===== config.mk =====
export PLATFORM = sky130hd
export DESIGN_NAME = p1_pool_write_flat
export DESIGN_NICKNAME = d
export VERILOG_FILES = /design/src/rtl/p1_pool_write_pkg.sv /design/src/rtl/p1_pool_write_if.sv /design/src/rtl/p1_pool_write_max2.sv /design/src/rtl/p1_pool_write.sv /design/src/flat_wrapper.sv
export SDC_FILE = /design/constraint.sdc
export NUM_CORES = 1
export LEC_CHECK = 0
export BUFFER_PORTS_ARGS = -buffer_cell sky130_fd_sc_hd__buf_4
export CAP_MARGIN = 0
export CORE_UTILIZATION = 45
export CTS_BUF_LIST = sky130_fd_sc_hd__clkbuf_16
export DETAILED_ROUTE_END_ITERATION = 10
export GPL_TIMING_DRIVEN = 0
export SLEW_MARGIN = 30
export SYNTH_ARGS = -nofsm -noshare
export SYNTH_HDL_FRONTEND = slang
export SYNTH_SLANG_ARGS = --single-unit
export TNS_END_PERCENT = 50

===== constraint.sdc =====
create_clock -name clk -period 8.4 [get_ports clk]
set_input_delay 0.42 -clock clk [delete_from_list [all_inputs] [get_ports clk]]
set_output_delay 0.42 -clock clk [all_outputs]
set_load 0.02 [all_outputs]

===== src/rtl/p1_pool_write_pkg.sv =====
// Shared definitions for the P1 pooling stage and the P1 memory reader.
// Holds the frame geometry, the default pixel width and the P1 address type.
package p1_pool_write_pkg;
  localparam int P1_DATA_W = 16;   // default signed pixel width
  localparam int IN_DIM    = 24;   // conv1 output frame is IN_DIM x IN_DIM
  localparam int OUT_DIM   = 12;   // pooled frame is OUT_DIM x OUT_DIM
  localparam int P1_DEPTH  = 144;  // OUT_DIM*OUT_DIM pooled words

  // Address into P1 memory, shared with the reader side.
  typedef logic [7:0] p1_addr_t;
endpackage


===== src/rtl/p1_pool_write_if.sv =====
// Pixel-in / pooled-write-out bus of the P1 pooling stage.
//   in_valid, in_data : conv1 pixel stream (master -> slave)
//   in_ready          : stage can take a pixel (slave -> master)
//   wr_en/addr/data   : write strobe into P1 memory (slave -> master)
//   done              : full pooled frame written, sticky until reset
interface p1_pool_write_if import p1_pool_write_pkg::*; #(
  parameter int DATA_W = P1_DATA_W
);
  logic                     in_valid;
  logic signed [DATA_W-1:0] in_data;
  logic                     in_ready;
  logic                     wr_en;
  p1_addr_t                 wr_addr;
  logic signed [DATA_W-1:0] wr_data;
  logic                     done;

  modport master (
    output in_valid, in_data,
    input  in_ready, wr_en, wr_addr, wr_data, done
  );

  modport slave (
    input  in_valid, in_data,
    output in_ready, wr_en, wr_addr, wr_data, done
  );
endinterface


===== src/rtl/p1_pool_write_max2.sv =====
// p1_max2: combinational two's-complement max of two DATA_W operands.
//   a_i, b_i : signed operands
//   max_o    : larger of the two (ties return a_i, same value either way)
module p1_max2 #(
  parameter int DATA_W = 16
) (
  input  logic signed [DATA_W-1:0] a_i,
  input  logic signed [DATA_W-1:0] b_i,
  output logic signed [DATA_W-1:0] max_o
);
  assign max_o = (b_i > a_i) ? b_i : a_i;
endmodule


===== src/rtl/p1_pool_write.sv =====
// p1_pool_write: 2x2 max-pool of a 24x24 row-major conv1 frame into a
// 12x12 P1 memory image, one write per completed window.
//   clk, reset : clock, asynchronous active-high reset
//   enable     : stage enable; low freezes all pooling state
//   bus        : slave side of p1_pool_write_if (pixel in, P1 write out)
// Even rows fold each horizontal pair into a 12-entry line buffer; odd rows
// fold their pair with the buffered one and emit the window max.
module p1_pool_write import p1_pool_write_pkg::*; #(
  parameter int DATA_W = P1_DATA_W
) (
  input  logic           clk,
  input  logic           reset,
  input  logic           enable,
  p1_pool_write_if.slave bus
);
  typedef logic signed [DATA_W-1:0] pix_t;

  localparam logic [4:0] DIM_LAST  = 5'(IN_DIM - 1);
  localparam p1_addr_t   ADDR_LAST = p1_addr_t'(P1_DEPTH - 1);

  logic [4:0] col_q, row_q;
  pix_t       h_q;
  pix_t       lb_q [OUT_DIM];
  logic       wr_en_q, done_q;
  p1_addr_t   wr_addr_q;
  pix_t       wr_data_q;

  logic       accept, pair_done, emit, lb_wr;
  logic [3:0] lb_idx;
  pix_t       pair_max, quad_max;

  assign bus.in_ready = enable && !done_q;
  assign accept       = bus.in_valid && bus.in_ready;
  assign lb_idx       = col_q[4:1];
  assign pair_done    = accept && col_q[0];
  assign emit         = pair_done && row_q[0];   // odd row closes a window
  assign lb_wr        = pair_done && !row_q[0];  // even row parks its pair

  p1_max2 #(.DATA_W(DATA_W)) u_pair_max (
    .a_i  (h_q),
    .b_i  (bus.in_data),
    .max_o(pair_max)
  );

  p1_max2 #(.DATA_W(DATA_W)) u_quad_max (
    .a_i  (lb_q[lb_idx]),
    .b_i  (pair_max),
    .max_o(quad_max)
  );

  always_ff @(posedge clk or posedge reset) begin
    if (reset) begin
      col_q     <= '0;
      row_q     <= '0;
      h_q       <= '0;
      wr_en_q   <= 1'b0;
      wr_addr_q <= '0;
      wr_data_q <= '0;
      done_q    <= 1'b0;
    end else begin
      if (accept) begin
        if (col_q == DIM_LAST) begin
          col_q <= '0;
          row_q <= (row_q == DIM_LAST) ? 5'd0 : row_q + 5'd1;
        end else begin
          col_q <= col_q + 5'd1;
        end
        if (!col_q[0]) h_q <= bus.in_data;
      end

      // Strobe is computed from the accept alone, so a strobe already
      // registered completes even if enable drops on the next cycle.
      wr_en_q <= emit;
      if (emit) wr_data_q <= quad_max;

      // Address advances after each write; the last write raises done
      // instead, leaving the address parked at the final index.
      if (wr_en_q) begin
        if (wr_addr_q == ADDR_LAST) done_q    <= 1'b1;
        else                        wr_addr_q <= wr_addr_q + 8'd1;
      end
    end
  end

  // Line buffer needs no reset: every entry is written on an even row
  // before an odd row reads it.
  always_ff @(posedge clk) begin
    if (lb_wr) lb_q[lb_idx] <= pair_max;
  end

  assign bus.wr_en   = wr_en_q;
  assign bus.wr_addr = wr_addr_q;
  assign bus.wr_data = wr_data_q;
  assign bus.done    = done_q;
endmodule


===== src/flat_wrapper.sv =====
// flat-port wrapper written by rule: the top's interface ports become plain ports
module p1_pool_write_flat import p1_pool_write_pkg::*;
#(
  parameter int DATA_W = P1_DATA_W
)
  (clk, reset, enable, bus_in_valid, bus_in_data, bus_in_ready, bus_wr_en, bus_wr_addr, bus_wr_data, bus_done);
  p1_pool_write_if #(.DATA_W(DATA_W)) bus_i ();
  input  logic clk;
  input  logic reset;
  input  logic enable;
  input wire logic [$bits(bus_i.in_valid)-1:0] bus_in_valid;
  input wire logic [$bits(bus_i.in_data)-1:0] bus_in_data;
  output wire logic [$bits(bus_i.in_ready)-1:0] bus_in_ready;
  output wire logic [$bits(bus_i.wr_en)-1:0] bus_wr_en;
  output wire logic [$bits(bus_i.wr_addr)-1:0] bus_wr_addr;
  output wire logic [$bits(bus_i.wr_data)-1:0] bus_wr_data;
  output wire logic [$bits(bus_i.done)-1:0] bus_done;
  assign bus_i.in_valid = bus_in_valid;
  assign bus_i.in_data = bus_in_data;
  assign bus_in_ready = bus_i.in_ready;
  assign bus_wr_en = bus_i.wr_en;
  assign bus_wr_addr = bus_i.wr_addr;
  assign bus_wr_data = bus_i.wr_data;
  assign bus_done = bus_i.done;
  p1_pool_write #(.DATA_W(DATA_W)) u_core (.clk(clk), .reset(reset), .enable(enable), .bus(bus_i));
endmodule

==> metrics.yaml, run 1 <==
run_status:
  run_status: "finished clean"
timing:
  slew-limit-headroom_pct: 42.2
  setup_slack_ps: 2520
  fmax_mhz: 170
  fin_tns_setup_ps: 0
  setup_viol: 0
  fin_crit_sh_pct: 70.0
  worstMarginPinSlew_ps: 867
  skew_ps: 10.6
  holdWs_ps: 131
  rsz0062_at_grt: "false"
  period_minus_slack_ps: 5880
  drv_slew: 0
  hold_violations: 0
grt:
  grt_util_all_layers_pct: 20.5
  grt_pass1_wl_um: 36300
  overflow: 0
  antenna_found_initial: 0
  grt_pass1_vias: 6332
  grt_max_degree: 30
yosys:
  synth_cell_types: 42
  synthFlopType: "edfxtp_1"
  synthDominantCellAreaShare_pct: 55.0
  synth_most_common_cell: "edfxtp_1"
  synth_edf_count: 192
  avgSynthCellArea_um2: 15.9
  synth_fp_nets: 715
  yosysSeqAreaShare_pct: 67.4
  ys_ff_latch: 244
  synthTopCellsByArea: "edfxtp_1, dfrtp_1, mux4_2, ha_1, mux2i_1"
  syn_area_mm2: 0.0105
  synth_top_area_cell: "edfxtp_1"
  synthTopCellsByCount: "edfxtp_1, nand2_1, dfrtp_1, mux4_2, inv_1"
  synth_warnings: 0
  syn_inst: 660
  async_flop_share_pct: 21.3
power_and_ir_drop:
  power_density_mw_per_mm2: 325
  p_leak_nw: 4.63
  vdd_drop_max_mv: 0.150
worst_hold_path:
  min_from: "bus_in_data[13]"
  whs_path_depth: 3
  worstHoldEndpoint: "u_core.h_q[13]$_DFFE_PP0P_"
  min_path_type: "input port to register"
route:
  drtIter0Drc: 427
  drc_errors: 0
  vias_per_cell: 5.51
  wl_um: 23400
  wl_per_cell_um: 21.7
  first_pass_iters: 4
  vias: 5945
  drtAntennaViolNets: 0
floorplan:
  core_mm2: 0.0228
  io_pins: 47
  rows: 55
  die_x_um: 155
  dieHeight_um: 155
  start_util_pct: 46.1
  dieArea_mm2: 0.0239
cts:
  clock-sinks: 244
  root_buffer: "clkbuf_16"
  h-tree-depth: 1
  numCtsBuffers: 26
  clk_latency_ps: 520
  post-cts-setup-buffers: 0
  tritoncts: "built"
  clockBufferDepth: 3
  path_clk_slew_ps: 60
worst_setup_path:
  cp.arrival_ps: 6300
  reg2reg_depth: 19
  critPathMaxFanout: 13
  reg2reg_from: "u_core.h_q[13]$_DFFE_PP0P_"
  cp.required_ps: 8830
  crit_type: "register to register"
  critPathLaunchType: "register"
  end_kind: "register"
  ff2ff_setup_slack_ps: 2520
  timing.rr.end: "u_core.bus.wr_data[6]$_DFFE_PP0P_"
cells_and_area:
  drive_above_1_share_pct: 22.4
  finalInstanceArea_mm2: 0.0123
  stdcell_count: 1078
  area_delta_synth_final_pct: 17.2
  fillers: 1862
  antenna_cells: 0
  layout.nets: 804
placed_design:
  place.gp.congestion: 0.834
  port_buffers: 46
  placed_cells: 1033
  dpl_cell_area_mm2: 0.0114
  hpwlAfterDp_um: 16300
  post-place-ws_ps: 2330
job:
  cap_violations: 0
==> placed cells by master (no fill, tap or decap), types with 6 or more instances in the layout <==
cell,Yosys,routed
nand3_1,6,6
buf_4,0,56
nor2_1,31,25
nand2_1,57,57
a21o_1,6,6
ha_1,35,35
buf_1,6,6
a21oi_1,25,25
o21ai_0,23,23
mux2_2,6,6
mux2i_1,33,33
clkbuf_1,17,17
o31a_1,15,15
xnor2_1,7,7
edfxtp_1,192,192
nand4_1,10,10
inv_1,38,43
clkbuf_16,0,27
dfrtp_1,52,52
o21ai_1,10,10
mux4_2,48,48
==> critical path, cell delays in order, from the launching register on <==
cell	delay, ps
dfrtp_1	340
inv_1	60
ha_1	300
a21o_1	190
a21o_1	170
a2111o_1	420
a211oi_2	340
mux2i_4	490
buf_6	240
mux2i_1	300
inv_1	280
ha_1	400
a41o_1	190
a21oi_1	210
o221ai_1	140
a211oi_1	280
mux2i_1	600
nand2_1	310
clkbuf_1	280
o21ai_0	230
==> routing by layer <==
layer	track usage, %	vias to the layer above	share of wire [%]
met1	27.5	3041	44
met5	0	-	0
met4	5.61	0	1.8
met2	34.8	160	49
li1	-	2713	-
met3	3.17	31	4.9
==> sequential cells by signal (all words and copies together) (netlist names) <==
name	flops
u_core.lb_q	192
u_core.bus.wr_data	16
u_core.h_q	16
u_core.bus.wr_addr	8
u_core.col_q	5
u_core.row_q	5
u_core.bus.done	1
u_core.bus.wr_en	1
==> where the power goes <==
group	internal [mW]	leakage, nW	switching (mW)
Clock	0.699	0.442	0.454
Sequential	1.48	2.43	0.0311
Combinational	0.483	1.76	0.847
==> per-stage QoR <==
| step | utilization, % | power, mW |
|---|---|---|
| after floorplan | - | 2.43 |
| after global placement | 49.3 | 2.81 |
| after detailed placement | 50.2 | 2.88 |
| after CTS | 54.0 | 4.03 |
| after global routing | 54.0 | 4.20 |
| final | 54.0 | 4.00 |
==> worst max-delay path by stage <==
stage                               startpoint                                 to  slack [ps]  cells after the start
finish              u_core.h_q[13]$_DFFE_PP0P_  u_core.bus.wr_data[6]$_DFFE_PP0P_        2520                     19
global route        u_core.h_q[13]$_DFFE_PP0P_  u_core.bus.wr_data[6]$_DFFE_PP0P_        2110                     19
CTS                 u_core.h_q[13]$_DFFE_PP0P_  u_core.bus.wr_data[6]$_DFFE_PP0P_        2470                     19
detailed placement             bus_in_data[13]  u_core.bus.wr_data[6]$_DFFE_PP0P_        2330                     19
global placement               bus_in_data[13]  u_core.bus.wr_data[6]$_DFFE_PP0P_        2510                     19
floorplan                      bus_in_data[13]  u_core.bus.wr_data[5]$_DFFE_PP0P_        3540                     18
==> area by class of cell <==
type	instances	area [um2]	area share, %
clock inverters	17	178	1.45
well taps	313	392	3.19
clock buffers	27	676	5.50
multi-input cells	349	3230	26.3
repair buffers	61	484	3.94
inverters	38	145	1.18
flip-flops and latches	244	7070	57.5
plain buffers	29	123	0.998
==> timing repair <==
item | in CTS | in global routing
hold endpoints to repair | 23 | 0
gates resized for setup | 0 | 0
setup endpoints to repair | 0 | 0
hold buffers | 1 | 0
==> logic make-up after synthesis <==
group | after synthesis | share of synthesized area [%]
mux | 88 | 14.3
simple gates | 123 | 5.14
xor+xnor | 10 | 0.835
flops | 244 | 67.4
compound gates | 93 | 5.64
fa+ha+maj | 35 | 4.17
buf+inv | 67 | 2.53
No activity file was read; power rests on OpenSTA's default activity.
==> run 2, diff against run 1 <==
--- a/config.mk
+++ b/config.mk
@@ -5,6 +5,7 @@
 export SDC_FILE = /design/constraint.sdc
 export NUM_CORES = 1
 export LEC_CHECK = 0
+export ABC_AREA = 1
 export BUFFER_PORTS_ARGS = -buffer_cell sky130_fd_sc_hd__buf_4
 export CAP_MARGIN = 0
 export CORE_UTILIZATION = 45
==> constraint.sdc (replaced) <==
create_clock -name clk -period 5.5 [get_ports clk]
set_input_delay 0.275 -clock clk [delete_from_list [all_inputs] [get_ports clk]]
set_output_delay 0.275 -clock clk [all_outputs]
set_load 0.02 [all_outputs]
==> run 2 against run 1 <==
Effect of this change:
- setup slack got worse by 1300 ps
- register-to-register slack got worse by 1300 ps
- combinational power increased by 130%
- global-route usage increased by 1.3 points
- via count increased by 18%
- highest routed layer unchanged
==> metrics.yaml, run 2 <==
run_status:
  run_status: "finished clean"  # unchanged
cts:
  numCtsBuffers: 25  # was 26
  clock-sinks: 244  # unchanged
  clk_latency_ps: 510  # was 520 ps
  path_clk_slew_ps: 60  # about the same
  clockBufferDepth: 3  # unchanged
  post-cts-setup-buffers: 0  # unchanged
  tritoncts: "built"  # unchanged
  h-tree-depth: 1  # unchanged
  cts_resized: 0  # unchanged
  hold_buffers: 1  # unchanged
  root_buffer: "clkbuf_16"  # unchanged
cells_and_area:
  layout_common_cells: "edfxtp_1, nand2_1, a21oi_1"  # was edfxtp_1, nand2_1, buf_4
  drive_above_1_share_pct: 16.9  # was 22.4%
  fillers: 1970  # was 1,862
  layout.nets: 1021  # was 804
  largest_reg_flops: 192  # unchanged
  antenna_cells: 0  # unchanged
  registers.top_by_ff_count: "u_core.lb_q"  # unchanged
  final_common_cell: "edfxtp_1"  # unchanged
  area_delta_synth_final_pct: 16.2  # was 17.2%
placed_design:
  port_buffers: 46  # unchanged
  hpwlAfterDp_um: 18200  # was 16,300 um
  place.gp.congestion: 0.819  # was 0.834
timing:
  skew_ps: 12.7  # was 10.6 ps
  worstMarginPinSlew_ps: 703  # was 867 ps
  rsz0062_at_grt: "false"  # unchanged
  holdWs_ps: 34.7  # was 131 ps
  hold_violations: 0  # unchanged
  fin_tns_setup_ps: 0  # unchanged
  fmax_mhz: 234  # was 170 MHz
  period_minus_slack_ps: 4280  # was 5880 ps
  slew-limit-headroom_pct: 53.2  # was 42.2%
  drv_slew: 0  # unchanged
  fin_crit_sh_pct: 77.9  # was 70.0%
  setup_viol: 0  # unchanged
route:
  met3_wirelength_um: 1200  # was 1150 um
  dr.max_layer_used: "met4"  # unchanged
  wl_met1_um: 11400  # was 10,400 um
  drtIter0Drc: 489  # was 427
  drc_errors: 0  # unchanged
  met2_length_um: 12500  # was 11,400 um
  vias_per_cell: 5.40  # was 5.51
  wl_per_cell_um: 19.6  # was 21.7 um
  drtAntennaViolNets: 0  # unchanged
  wl_um: 25400  # was 23,400 um
  vias: 7000  # was 5,945
  first_pass_iters: 5  # was 4
yosys:
  avgSynthCellArea_um2: 12.1  # was 15.9 um2
  synthTopCellsByCount: "edfxtp_1, nand2_1, a21oi_1, a22oi_1, nor2_1"  # was edfxtp_1, nand2_1, dfrtp_1, mux4_2, inv_1
  synth_xor_area_share_pct: 0.663  # was 0.835%
  synth_warnings: 0  # unchanged
  synth_fp_nets: 930  # was 715
  synth_top_area_cell: "edfxtp_1"  # unchanged
  yosysSeqAreaShare_pct: 66.9  # was 67.4%
  yosys-mux-area-fraction_pct: 0.107  # was 14.3%
  synthAdderAreaFrac_pct: 4.14  # was 4.17%
  async_flop_share_pct: 21.3  # unchanged
  synth_top_family_by_area: "simple AND/OR/NAND/NOR gates"  # was multiplexers
  synthDominantCellAreaShare_pct: 54.6  # was 55.0%
  synth_edf_count: 192  # unchanged
  yosys.area_share.simple_pct: 13.2  # was 5.14%
  ys_ff_latch: 244  # unchanged
  synth_most_common_cell: "edfxtp_1"  # unchanged
  syn_area_mm2: 0.0106  # was 0.0105 mm2
  synthFlopType: "edfxtp_1"  # unchanged
  synth-compound-area-share_pct: 10.9  # was 5.64%
  syn_inst: 875  # was 660
  synth_cell_types: 33  # was 42
  synthTopCellsByArea: "edfxtp_1, dfrtp_1, nand2_1, a22oi_1, ha_1"  # was edfxtp_1, dfrtp_1, mux4_2, ha_1, mux2i_1
worst_setup_path:
  timing.rr.end: "u_core.bus.wr_data[6]$_DFFE_PP0P_"  # unchanged
  critPathLaunch: "u_core.h_q[15]$_DFFE_PP0P_"  # was u_core.h_q[13]$_DFFE_PP0P_
  critPathLaunchType: "register"  # unchanged
  crit_end: "u_core.bus.wr_data[6]$_DFFE_PP0P_"  # unchanged
  cp.required_ps: 5900  # was 8830 ps
  ff2ff_setup_slack_ps: 1220  # was 2520 ps
  crit_type: "register to register"  # unchanged
  end_kind: "register"  # unchanged
  reg2reg_from: "u_core.h_q[15]$_DFFE_PP0P_"  # was u_core.h_q[13]$_DFFE_PP0P_
  cp.arrival_ps: 4680  # was 6300 ps
  reg2reg_depth: 19  # unchanged
  critPathMaxFanout: 13  # unchanged
floorplan:
  io_pins: 47  # unchanged
  dieHeight_um: 155  # about the same
  dieArea_mm2: 0.0241  # was 0.0239 mm2
  rows: 55  # unchanged
  core_mm2: 0.0228  # about the same
  die_x_um: 155  # about the same
  start_util_pct: 46.2  # was 46.1%
job:
  cap_violations: 0  # unchanged
grt:
  overflow: 0  # unchanged
  grt_pass1_vias: 6825  # was 6,332
  grt_pass1_wl_um: 39300  # was 36,300 um
  antenna_found_initial: 0  # unchanged
  grt_util_all_layers_pct: 21.8  # was 20.5%
  grt_max_degree: 30  # unchanged
power_and_ir_drop:
  p_leak_nw: 4.85  # was 4.63 nW
  vdd_drop_max_mv: 0.315  # was 0.150 mV
  power.total_mw: 7.22  # was 4.00 mW
  power_density_mw_per_mm2: 588  # was 325 mW/mm2
worst_hold_path:
  min_path_type: "input port to register"  # unchanged
run 2: cell types whose count changed after synthesis, sizes merged, moves of 34 or more:
| cell | change |
|---|---|
| nor2 | +35 |
| nand2 | +115 |
| a22oi | +73 |
| a21oi | +60 |
| mux2i | -34 |
| mux4 | -48 |
run 2: layout make-up:
type	count	area (um2)	share of cell area, %
timing repair buffer	64	507	4.13
clock inverter	20	118	0.958
inverter	53	201	1.64
clock buffer	25	626	5.10
multi-input combinational	541	3140	25.6
sequential	244	7070	57.6
buffer	37	226	1.85
tap	313	392	3.19
run 2: cells by family (layout without fill, tap and decap cells):
| logic type | Yosys count | count (layout) |
|---|---|---|
| and+or+nand+nor | 313 | 313 |
| DFF | 244 | 244 |
| AOI/OAI and AO/OA | 184 | 184 |
| buffers and inverters | 90 | 199 |
| adders and majority gates | 35 | 35 |
| xor gates and xnor gates | 8 | 8 |
| muxes | 1 | 1 |
run 2: through the flow:
stage          area [um2]  util [%]  std cells  setup WS, ps
6_report            12300      53.7       1297          1220
3_3_place_gp        11300      49.5       1234          1260
4_1_cts             12300      53.7       1297          1230
5_1_grt             12300      53.7       1297           896
3_5_place_dp        11500      50.4       1251          1250
2_1_floorplan       10600         -        875          2150
run 2: worst min path at each step:
stage | from | to | cells past startpoint
after CTS | bus_in_data[10] | u_core.h_q[10]$_DFFE_PP0P_ | 3
after floorplan | bus_in_data[10] | u_core.h_q[10]$_DFFE_PP0P_ | 2
final | bus_in_data[5] | u_core.h_q[5]$_DFFE_PP0P_ | 3
after detailed placement | reset | u_core.bus.wr_data[0]$_DFFE_PP0P_ | 2
after global placement | u_core.bus.wr_data[5]$_DFFE_PP0P_ | u_core.bus.wr_data[5]$_DFFE_PP0P_ | 2
after global routing | bus_in_data[5] | u_core.h_q[5]$_DFFE_PP0P_ | 3
run 2: worst max-delay path: stages (launching register included):
cell and delay, ps:
dfrtp_1 350, inv_1 60, ha_1 340, nand2_1 120, nor3_2 260, nand3_1 320
clkbuf_1 320, nand4_1 170, nand2_1 330, ha_1 490, nand2_1 100, nor3_1 300
nand2_1 120, nand3_1 100, nand3_2 170, inv_2 160, buf_4 200, nand3_1 110
nand2_1 100, nand2_1 50
run 2: layer usage:
metal,vias to the layer above,track usage [%]
met5,-,0
met4,0,4.62
met3,31,2.34
met2,176,37.9
met1,3437,29.7
li1,3356,-
run 2: report_power, final:
group / total (mW) / internal, mW / switching [mW]
logic: 3.09 / 0.961 / 2.13
registers: 2.58 / 2.48 / 0.101
clock network: 1.54 / 0.870 / 0.669
total: 7.22 / 4.31 / 2.90
